--- src/rtl/basys3_keypad_scanner_pkg.sv ---
// ============================================================================
// Module      : basys3_keypad_scanner_pkg
// Description : Shared keypad types, key codes and the PMOD KYPD key map.
// Revision    : 1.0 - initial release
// ============================================================================
`default_nettype none

package basys3_keypad_scanner_pkg;

  typedef enum logic [1:0] {
    CLASS_NONE  = 2'd0,
    CLASS_ONE   = 2'd1,
    CLASS_MULTI = 2'd2
  } scan_class_e;

  localparam logic [3:0] KEY_0 = 4'h0;
  localparam logic [3:0] KEY_1 = 4'h1;
  localparam logic [3:0] KEY_2 = 4'h2;
  localparam logic [3:0] KEY_3 = 4'h3;
  localparam logic [3:0] KEY_4 = 4'h4;
  localparam logic [3:0] KEY_5 = 4'h5;
  localparam logic [3:0] KEY_6 = 4'h6;
  localparam logic [3:0] KEY_7 = 4'h7;
  localparam logic [3:0] KEY_8 = 4'h8;
  localparam logic [3:0] KEY_9 = 4'h9;
  localparam logic [3:0] KEY_A = 4'hA;
  localparam logic [3:0] KEY_B = 4'hB;
  localparam logic [3:0] KEY_C = 4'hC;
  localparam logic [3:0] KEY_D = 4'hD;
  localparam logic [3:0] KEY_E = 4'hE;
  localparam logic [3:0] KEY_F = 4'hF;

  // Indexed [row][col], matching the silkscreen of the PMOD KYPD.
  localparam logic [3:0] KEYMAP [0:3][0:3] = '{
    '{KEY_1, KEY_2, KEY_3, KEY_A},
    '{KEY_4, KEY_5, KEY_6, KEY_B},
    '{KEY_7, KEY_8, KEY_9, KEY_C},
    '{KEY_0, KEY_F, KEY_E, KEY_D}
  };

endpackage

`default_nettype wire

--- src/rtl/basys3_keypad_scanner_if.sv ---
// ============================================================================
// Module      : basys3_keypad_scanner_if
// Description : Keypad pins plus the key-event outputs seen by the game FSM.
// Revision    : 1.0 - initial release
// ============================================================================
`default_nettype none

interface basys3_keypad_scanner_if;
  logic [3:0] rows_i;
  logic [3:0] cols_o;
  logic [3:0] key_o;
  logic       key_valid_o;
  logic       key_down_o;
  logic       multi_o;

  modport master (
    input  rows_i,
    output cols_o, key_o, key_valid_o, key_down_o, multi_o
  );

  modport slave (
    output rows_i,
    input  cols_o, key_o, key_valid_o, key_down_o, multi_o
  );
endinterface

`default_nettype wire

--- src/rtl/basys3_keypad_scanner_debounce.sv ---
// ============================================================================
// Module      : keypad_debounce
// Description : Accepts a scan result after DEBOUNCE_SCANS identical scans.
// Revision    : 1.0 - initial release
// ============================================================================
`default_nettype none

module keypad_debounce
  import basys3_keypad_scanner_pkg::*;
#(
  parameter int DEBOUNCE_SCANS = 3
) (
  input  logic        clk_i,
  input  logic        rst_ni,
  input  logic        eos_i,
  input  scan_class_e class_i,
  input  logic [3:0]  code_i,
  output logic [3:0]  key_o,
  output logic        key_valid_o,
  output logic        key_down_o
);

  localparam int                CNT_W     = $clog2(DEBOUNCE_SCANS + 1);
  localparam logic [CNT_W-1:0]  C_CNT_MAX = CNT_W'(DEBOUNCE_SCANS);

  scan_class_e      r_prev_class;
  logic [3:0]       r_prev_code;
  logic [CNT_W-1:0] r_stable_cnt;
  logic [3:0]       r_key;
  logic             r_valid;
  logic             r_down;

  logic             w_same;
  logic [CNT_W-1:0] w_cnt_next;
  logic             w_stable;
  logic             w_accept;
  logic             w_release;

  // Code is forced to zero upstream for non-ONE scans, so a plain compare works.
  always_comb begin
    w_same     = (class_i == r_prev_class) && (code_i == r_prev_code);
    w_cnt_next = CNT_W'(1);
    if (w_same) begin
      w_cnt_next = (r_stable_cnt == C_CNT_MAX) ? r_stable_cnt : r_stable_cnt + 1'b1;
    end
    w_stable  = (w_cnt_next == C_CNT_MAX);
    w_accept  = w_stable && (class_i == CLASS_ONE) && (!r_down || (code_i != r_key));
    w_release = w_stable && (class_i == CLASS_NONE);
  end

  always_ff @(posedge clk_i or negedge rst_ni) begin
    if (!rst_ni) begin
      r_prev_class <= CLASS_NONE;
      r_prev_code  <= 4'd0;
      r_stable_cnt <= '0;
      r_key        <= 4'd0;
      r_valid      <= 1'b0;
      r_down       <= 1'b0;
    end else begin
      r_valid <= 1'b0;
      if (eos_i) begin
        r_prev_class <= class_i;
        r_prev_code  <= code_i;
        r_stable_cnt <= w_cnt_next;
        if (w_accept) begin
          r_key   <= code_i;
          r_down  <= 1'b1;
          r_valid <= 1'b1;
        end else if (w_release) begin
          r_down  <= 1'b0;
        end
      end
    end
  end

  assign key_o       = r_key;
  assign key_valid_o = r_valid;
  assign key_down_o  = r_down;

endmodule

`default_nettype wire

--- src/rtl/basys3_keypad_scanner.sv ---
// ============================================================================
// Module      : basys3_keypad_scanner
// Description : PMOD KYPD 4x4 column scanner with debounced single-key events.
// Revision    : 1.0 - initial release
// ============================================================================
`default_nettype none

module basys3_keypad_scanner
  import basys3_keypad_scanner_pkg::*;
#(
  parameter int SETTLE_CYCLES  = 4,
  parameter int DEBOUNCE_SCANS = 3
) (
  input  logic                    clk_i,
  input  logic                    rst_ni,
  basys3_keypad_scanner_if.master bus
);

  localparam int                   SETTLE_W      = (SETTLE_CYCLES > 1) ? $clog2(SETTLE_CYCLES) : 1;
  localparam logic [SETTLE_W-1:0]  C_SETTLE_LAST = SETTLE_W'(SETTLE_CYCLES - 1);

  typedef enum logic [1:0] {
    COL_0 = 2'd0,
    COL_1 = 2'd1,
    COL_2 = 2'd2,
    COL_3 = 2'd3
  } col_state_e;

  col_state_e          r_col;
  col_state_e          w_col_next;
  logic [SETTLE_W-1:0] r_settle;
  logic [SETTLE_W-1:0] w_settle_next;
  logic [3:0]          r_rows_s1;
  logic [3:0]          r_rows_s2;
  logic [1:0]          r_cnt;
  logic [3:0]          r_code;
  logic                r_multi;
  logic                w_sample;
  logic                w_eos;
  logic [1:0]          w_col_idx;
  logic [1:0]          w_cnt;
  logic [3:0]          w_code;
  scan_class_e         w_class;
  logic [3:0]          w_class_code;
  logic [3:0]          w_key;
  logic                w_key_valid;
  logic                w_key_down;

  always_ff @(posedge clk_i or negedge rst_ni) begin
    if (!rst_ni) begin
      r_rows_s1 <= 4'b1111;
      r_rows_s2 <= 4'b1111;
    end else begin
      r_rows_s1 <= bus.rows_i;
      r_rows_s2 <= r_rows_s1;
    end
  end

  always_ff @(posedge clk_i or negedge rst_ni) begin
    if (!rst_ni) begin
      r_col    <= COL_0;
      r_settle <= '0;
    end else begin
      r_col    <= w_col_next;
      r_settle <= w_settle_next;
    end
  end

  always_comb begin
    w_sample      = (r_settle == C_SETTLE_LAST);
    w_eos         = w_sample && (r_col == COL_3);
    w_settle_next = w_sample ? '0 : r_settle + 1'b1;
    w_col_next    = r_col;
    if (w_sample) begin
      case (r_col)
        COL_0:   w_col_next = COL_1;
        COL_1:   w_col_next = COL_2;
        COL_2:   w_col_next = COL_3;
        default: w_col_next = COL_0;
      endcase
    end
  end

  // Column 0 starts a fresh scan, so it ignores whatever the accumulators hold.
  always_comb begin
    w_col_idx = r_col;
    w_cnt     = (r_col == COL_0) ? 2'd0 : r_cnt;
    w_code    = (r_col == COL_0) ? 4'd0 : r_code;
    for (int r = 0; r < 4; r++) begin
      if (!r_rows_s2[r]) begin
        if (w_cnt != 2'd2) begin
          w_cnt = w_cnt + 2'd1;
        end
        w_code = KEYMAP[r][w_col_idx];
      end
    end
    w_class      = CLASS_NONE;
    w_class_code = 4'd0;
    if (w_cnt == 2'd2) begin
      w_class = CLASS_MULTI;
    end else if (w_cnt == 2'd1) begin
      w_class      = CLASS_ONE;
      w_class_code = w_code;
    end
  end

  always_ff @(posedge clk_i or negedge rst_ni) begin
    if (!rst_ni) begin
      r_cnt   <= 2'd0;
      r_code  <= 4'd0;
      r_multi <= 1'b0;
    end else begin
      if (w_sample) begin
        r_cnt  <= w_cnt;
        r_code <= w_code;
      end
      if (w_eos) begin
        r_multi <= (w_class == CLASS_MULTI);
      end
    end
  end

  keypad_debounce #(
    .DEBOUNCE_SCANS (DEBOUNCE_SCANS)
  ) u_debounce (
    .clk_i       (clk_i),
    .rst_ni      (rst_ni),
    .eos_i       (w_eos),
    .class_i     (w_class),
    .code_i      (w_class_code),
    .key_o       (w_key),
    .key_valid_o (w_key_valid),
    .key_down_o  (w_key_down)
  );

  assign bus.cols_o      = ~(4'b0001 << w_col_idx);
  assign bus.key_o       = w_key;
  assign bus.key_valid_o = w_key_valid;
  assign bus.key_down_o  = w_key_down;
  assign bus.multi_o     = r_multi;

endmodule

`default_nettype wire

--- src/flat_wrapper.sv ---
// flat-port wrapper written by rule: the top's interface ports become plain ports
module basys3_keypad_scanner_flat import basys3_keypad_scanner_pkg::*;
#(
  parameter int SETTLE_CYCLES  = 4,
  parameter int DEBOUNCE_SCANS = 3
)
  (clk_i, rst_ni, bus_rows_i, bus_cols_o, bus_key_o, bus_key_valid_o, bus_key_down_o, bus_multi_o);
  basys3_keypad_scanner_if bus_i ();
  input  logic clk_i;
  input  logic rst_ni;
  input wire logic [$bits(bus_i.rows_i)-1:0] bus_rows_i;
  output wire logic [$bits(bus_i.cols_o)-1:0] bus_cols_o;
  output wire logic [$bits(bus_i.key_o)-1:0] bus_key_o;
  output wire logic [$bits(bus_i.key_valid_o)-1:0] bus_key_valid_o;
  output wire logic [$bits(bus_i.key_down_o)-1:0] bus_key_down_o;
  output wire logic [$bits(bus_i.multi_o)-1:0] bus_multi_o;
  assign bus_i.rows_i = bus_rows_i;
  assign bus_cols_o = bus_i.cols_o;
  assign bus_key_o = bus_i.key_o;
  assign bus_key_valid_o = bus_i.key_valid_o;
  assign bus_key_down_o = bus_i.key_down_o;
  assign bus_multi_o = bus_i.multi_o;
  basys3_keypad_scanner #(.SETTLE_CYCLES(SETTLE_CYCLES), .DEBOUNCE_SCANS(DEBOUNCE_SCANS)) u_core (.clk_i(clk_i), .rst_ni(rst_ni), .bus(bus_i));
endmodule
--- config.mk ---
export PLATFORM = sky130hd
export DESIGN_NAME = basys3_keypad_scanner_flat
export DESIGN_NICKNAME = d
export VERILOG_FILES = /design/src/rtl/basys3_keypad_scanner_pkg.sv /design/src/rtl/basys3_keypad_scanner_if.sv /design/src/rtl/basys3_keypad_scanner_debounce.sv /design/src/rtl/basys3_keypad_scanner.sv /design/src/flat_wrapper.sv
export SDC_FILE = /design/constraint.sdc
export NUM_CORES = 1
export LEC_CHECK = 0
export CAP_MARGIN = 20
export CORE_ASPECT_RATIO = 0.8
export CORE_MARGIN = 3
export CORE_UTILIZATION = 55
export CTS_BUF_LIST = sky130_fd_sc_hd__clkbuf_16
export CTS_CLUSTER_DIAMETER = 40
export DETAILED_ROUTE_END_ITERATION = 10
export GPL_ROUTABILITY_DRIVEN = 0
export PLACE_DENSITY = 0.85
export SLEW_MARGIN = 20
export SYNTH_ARGS = -nofsm -noshare
export SYNTH_HDL_FRONTEND = slang
export SYNTH_SLANG_ARGS = --single-unit
--- constraint.sdc ---
create_clock -name clk_i -period 6.35 [get_ports clk_i]
set_clock_uncertainty 0.1 [all_clocks]
set_input_delay 0.9525 -clock clk_i [delete_from_list [all_inputs] [get_ports clk_i]]
set_output_delay 0.9525 -clock clk_i [all_outputs]
set_load 0.02 [all_outputs]
---- After elaboration in Yosys (flattened, before gate mapping) ----
Cells that the tools add are included.
word-level totals
  output and inout port bits .............. 11
  word-level logic and storage cells ...... 90
  input bits .............................. 6
  bits in registers ....................... 33
operators by class
  bitwise logic cells ..................... 2
  magnitude comparators ................... 1
  equality and inequality tests ........... 17
  muxes and demuxes ....................... 38
  add/sub/neg operators ................... 6
  reductions and logical operators ........ 12
  shift operators ......................... 1
operators with widths
  operator             number
  $mux 4               15
  $bmux 4 s2           4
  $mux 2               13
  $eq 2x2->1 const B   7
  $add 2x1->2 const B  6
  $ne 2x2->1 const B   4
  $eq 2x1->1 const B   3
  $pmux 2 s3           1
  $logic_and 1x1->1    5
  $mux 1               5
  $eq 4x4->1           1
  $logic_not 2->1      2
  $ne 4x4->1           1
  $not 4->4            1
  $reduce_and 2->1     2
  $shl 1x2->4 const A  1
  $ge 3x3->1 const B   1
  $not 2->3            1
  $eq 2x2->1           1
  $reduce_bool 2->1    1
  $logic_not 1->1      1
  $logic_or 1x1->1     1

---- Depth between registers and ports, before layout ----
  depth in word-level cells ............... 25
  depth in mapped cells ................... 23
  gate-level depth less buffers ........... 22

---- Modules after synthesis ----
Synthesis repeated with hierarchy kept, for this count alone.
second synthesis, totals
  cell total of the unflattened synthesis .. 193
  area, all modules ....................... 1941.9 um^2
modules (own cells, without submodules)
  module                 times used  sequential area each (um^2)  area an instance (um^2)  cells each
  basys3_keypad_scanner  1           485.5                        1251.2                   140
  keypad_debounce        1           350.3                        690.7                    53

---- Worst setup path before layout ----
OpenSTA, ideal clock, no wires.
  kind .................................... register to register
  start point ............................. reg u_core.r_col[0]
  end point ............................... reg u_core.u_debounce.r_key[1] (netlist: u_core.u_debounce.key_o[1])
  path slack .............................. 1.259 ns
  clock period less this slack ............ 5.091 ns
  arrival ................................. 4.866 ns
  stages on the path, launching flop included .. 24
  library setup time ...................... 0.125 ns
  required time ........................... 6.125 ns
  path buffers ............................ 1
  cells stage by stage .................... dfrtp_1 inv_1 ha_1 buf_4 inv_1 nand2_1 ha_1 mux2i_1 nand4_1 mux2_2 o32ai_1 xnor2_1 ha_1 nor2b_1 a31oi_1 inv_1 ha_1 nand2b_2 or3_4 o21ai_0 nand3_2 a2111oi_4 nand4_4 mux2_4
on the way
  elaborated cells between the ends (all ways) .. 55
  those cells by class .................... add/sub (4); eq/ne (12); mux (31); bitwise (1); reduce/logical (7)
RTL lines
  element                                    line                                                      RTL
  start: declaration                         basys3_keypad_scanner.sv:29                               col_state_e r_col;
  start signal: assignment                   basys3_keypad_scanner.sv:64                               r_col <= w_col_next;
  $logic_not 2->1 (*)                        basys3_keypad_scanner.sv:87                               w_cnt = (r_col == COL_0) ? 2'd0 : r_cnt;
  $mux 2 (*)                                 basys3_keypad_scanner.sv:87
  $add 2x1->2 or $ne 2x2->1 (tied branches)  basys3_keypad_scanner.sv:92, basys3_keypad_scanner.sv:91
  $mux 2                                     basys3_keypad_scanner.sv:91                               if (w_cnt != 2'd2) begin
  $mux 2 (*)                                 basys3_keypad_scanner.sv:90                               if (!r_rows_s2[r]) begin
  $add 2x1->2 or $ne 2x2->1 (tied branches)  basys3_keypad_scanner.sv:92, basys3_keypad_scanner.sv:91
  $mux 2                                     basys3_keypad_scanner.sv:91
  $mux 2 (*)                                 basys3_keypad_scanner.sv:90
  [6 not listed]                             -
  named net u_core.w_cnt[1]                  basys3_keypad_scanner.sv:41                               logic [1:0] w_cnt;
  [1 not listed]                             -
  $mux 2 (*)                                 basys3_keypad_scanner.sv:99                               if (w_cnt == 2'd2) begin
  named net u_core.u_debounce.class_i[1]     basys3_keypad_scanner_debounce.sv:16                      input scan_class_e class_i,
  $eq 2x2->1                                 basys3_keypad_scanner_debounce.sv:41                      w_same = (class_i == r_prev_class) && (code_i == r_prev_code);
  $logic_and 1x1->1                          basys3_keypad_scanner_debounce.sv:41
  $mux 2                                     basys3_keypad_scanner_debounce.sv:43                      if (w_same) begin
  $eq 2x2->1                                 basys3_keypad_scanner_debounce.sv:46                      w_stable = (w_cnt_next == C_CNT_MAX);
  $logic_and 1x1->1 (*) (2 in series)        basys3_keypad_scanner_debounce.sv:47                      w_accept = w_stable && (class_i == CLASS_ONE) && (!r_down || (code_i != r_key));
  $reduce_and 2->1 (no source line) (*)      -
  end signal: assignment                     basys3_keypad_scanner_debounce.sv:66                      r_key <= code_i;
  end: declaration                           basys3_keypad_scanner_debounce.sv:29                      logic [3:0] r_key;
Mark *: on every way through the listed nets, which the timed path passes. The rest lies on a longest branch. The select of a mux whose other input is x is not followed.
A chain may end at the register's enable or synchronous reset.

---- Worst setup path in the final report ----
Ends and elaborated chain as after synthesis.

==> metrics.csv <==
stage,metric,value,unit
hold_path,Hold Path Origin,u_core.r_rows_s1[1],
finish,Antenna Cells,0,
flow_run,max-cap violations,0,
yosys,"count leader, synth",nand2_1,
yosys,ys flop type,dfrtp_1,
route,DRT antenna net count,0,
yosys,Netlist cell types,51,
setup_path,Worst Path Max Fanout,11,
yosys,Yosys top cell area share,30.8,%
route,drt pass-1 iters,4,
pwr,switch share,28.3,%
grt,vias in the first global route,1486,
clocking,setup bufs post-CTS,0,
finish,P&R area growth vs syn,16.6,%
hold_path,worst min path class,flop to flop,
sta,Tmin final,5.71,ns
clocking,Num CTS Buffers,5,
setup_path,Crit Path Category,flop to flop,
floorplanning,Die X,73.9,um
grt,first-pass GRT wire length,6890,um
clocking,PostCTS Resize Cnt,0,
route,Residual DRC,0,
pwr,Psw,0.192,mW
outcome,outcome,"complete, no violations",
hold_path,hold-critical path depth,0,
sta,Relative slew margins,55.7,%
floorplanning,Starting Density,58.1,%
sta,Hold Worst Slack,0.254,ns
clocking,CTS max path bufs,2,
floorplanning,Die Ht,60.3,um
yosys,Syn Area/Cell,9.44,um2
pwr,clock group share of total power,39.9,%
clocking,htree depth,2,
grt,GRT Total Usage,20.2,%
pwr,worst vdd ir,0.000194,V
sta,fin. max-slew vios,0,
placement,port buffer count,16,
clocking,Hold Buf Count CTS,0,
yosys,Mapped Cells,215,
clocking,Worst-path clk slew,0.05,ns
setup_path,CP arrival,5.77,ns
pwr,Logic pwr share,19.5,%
placement,DPL Wire Length,2760,um
sta,Final setup viols,0,
yosys,async set-reset flop share out of synthesis,100,%
clocking,Worst-Skew Late Latency,0.28,ns
clocking,Root Buffer Master,clkbuf_16,
yosys,Area contributors post-synth,"dfrtp_1, dfstp_2, ha_1, nand2_1, o21ai_0",
setup_path,RR Startpoint,u_core.r_col[0],
yosys,Yosys reg bits,33,
route,DR WL/cell,14.4,um
pwr,Lkg Pwr,1.03,nW
pwr,PwrDens,287,mW/mm2
clocking,# clock sinks,33,
yosys,Mapped Area,0.00203,mm2
hold_path,Hold Crit Endpoint,u_core.r_rows_s2[1],
pwr,Reg power frac,40.6,%
yosys,dominant cell type by area after synthesis,dfrtp_1,
setup_path,worst reg-to-reg path cell count,22,
grt,largest net degree at the start of global routing,34,
pwr,Cell Int Power,0.488,mW
setup_path,CP endpoint kind,flop,
sta,FMAX,0.175,GHz
grt,gr ovfl total,0,
setup_path,Startpoint Class,flop,
route,initial DRC count,81,
route,via count,1552,
floorplanning,Core ar.,0.00349,mm2
yosys,Post-synth EDFFs,0,
setup_path,Worst R2R End,u_core.u_debounce.key_o[1],
floorplanning,Die Area,0.00446,mm2
route,vias per cell,5.68,
yosys,sequential cell area fraction in the yosys report,41.2,%
setup_path,CP Data Required Time,6.41,ns
finish,fillcell total,269,
setup_path,R2R setup slack,0.64,ns
yosys,syn nets,233,
finish,Nets,248,
sta,final worst path period share,90.0,%
floorplanning,top-level I/O count,17,
sta,actual slew at the worst max-slew pin,0.664,ns
finish,share of cells above drive strength 1,13.0,%
route,Total Routed Length,3920,um
grt,initial antenna violation count,0,
yosys,YS warnings,0,
sta,setup TNS,0,ns
sta,"Hold Vio Cnt, Final",0,
sta,RSZ-0062 raised after global routing,false,
clocking,CTS tree,yes,
floorplanning,Std-Cell Rows,19,
yosys,Commonest cells post-synth,"nand2_1, dfrtp_1, inv_1, nor2_1, o21ai_0",
[critical path, stage by stage (launching register included)]
cell	delay, ns
dfrtp_1	0.37
inv_1	0.10
ha_1	0.34
nor2b_1	0.27
inv_1	0.07
ha_1	0.21
mux2i_1	0.31
nand4_1	0.14
mux2_2	0.28
o32ai_1	0.17
xnor2_1	0.16
ha_1	0.25
nor2b_1	0.15
a31oi_1	0.30
inv_1	0.11
ha_1	0.26
nand2b_2	0.25
or3_4	0.40
o21ai_0	0.24
nand3_2	0.16
a2111oi_4	0.43
nand4_4	0.18
mux2_4	0.33
[metrics by stage]
step                      setup slack [ns]  instances  utilization (%)  total power [mW]  instance area, um2
final                                0.637        273             67.7             0.680                2370
after global placement               0.846        265             62.9             0.405                2200
after detailed placement             0.767        265             62.9             0.408                2200
after floorplan                       1.26        215                -             0.371                2030
after global routing                 0.229        273             67.7             0.712                2370
after CTS                            0.685        273             67.7             0.682                2370
[cells in the final DEF (no fill, tap or decap), types with 2 or more instances in the layout]
cell              n
nand3b_1          2
o211ai_1          2
and2_1            2
nand2b_1          6
nand3_2           2
dfrtp_1          25
xnor2_1           3
clkdlybuf4s50_1  16
ha_1             12
nor2_1           17
nor3_1            3
nor3b_1           2
nor2b_1           5
dfstp_2           8
nand2_1          26
inv_1            17
a22oi_1           2
nand4_1           3
nand3_1           2
clkbuf_16         5
xor2_1            4
a21oi_1          13
mux2_2            2
o21ai_0          15
mux2i_1           6
o31ai_1           2
mux2_4            2
or3_1             2
[power by group through the flow]
stage,Clock [mW],Sequential (mW),Combinational [mW]
floorplan,0,0.271,0.0999
global placement,0,0.278,0.127
detailed placement,0,0.278,0.130
CTS,0.273,0.276,0.133
global route,0.285,0.281,0.147
finish,0.272,0.276,0.132
[flip-flops by register name, indices dropped and copies added, names as in the netlist]
name                            cells
u_core.bus.multi_o                  1
u_core.r_cnt                        2
u_core.r_code                       4
u_core.r_col                        2
u_core.r_rows_s1                    4
u_core.r_rows_s2                    4
u_core.r_settle                     2
u_core.u_debounce.key_down_o        1
u_core.u_debounce.key_o             4
u_core.u_debounce.key_valid_o       1
u_core.u_debounce.r_prev_class      2
u_core.u_debounce.r_prev_code       4
u_core.u_debounce.r_stable_cnt      2
[final cells by class]
class	instances	area (um2)	share of cell area (%)
Clock buffer	5	125	5.29
Clock inverter	3	41.3	1.75
Inverter	17	63.8	2.70
Multi-Input combinational cell	156	1080	45.6
Sequential cell	33	836	35.3
Tap cell	42	52.6	2.22
Timing Repair Buffer	17	168	7.09
[metal layers]
metal | up-vias | global-route usage, % | part of all wire (%)
met4 | 0 | 6.98 | 0.10
li1 | 776 | - | -
met1 | 743 | 29.5 | 50
met3 | 2 | 3.97 | 4.1
met5 | - | 0 | 0
met2 | 31 | 30.4 | 46
[worst max-delay path by stage]
stage | depth (start not counted) | slack, ns | startpoint | to
final | 22 | 0.64 | u_core.r_col[0] | u_core.u_debounce.key_o[1]
after global routing | 22 | 0.23 | u_core.r_col[0] | u_core.u_debounce.key_o[1]
after CTS | 22 | 0.69 | u_core.r_col[0] | u_core.u_debounce.key_o[1]
after detailed placement | 22 | 0.77 | u_core.r_col[0] | u_core.u_debounce.key_o[1]
after global placement | 22 | 0.85 | u_core.r_col[0] | u_core.u_debounce.key_o[1]
after floorplan | 23 | 1.26 | u_core.r_col[0] | u_core.u_debounce.key_o[1]
[logic make-up (layout without fill, tap and decap cells)]
group,count (synthesis),in the layout,share of synthesized area (%)
DFF,33,33,41.2
muxes,10,10,5.55
buffers and inverters,26,42,5.61
xor gates and xnor gates,7,7,3.02
adders and majority gates,12,12,7.40
and+or+nand+nor,79,79,20.8
AOI/OAI and AO/OA,48,48,16.5
No activity file was read; power rests on OpenSTA's default activity.
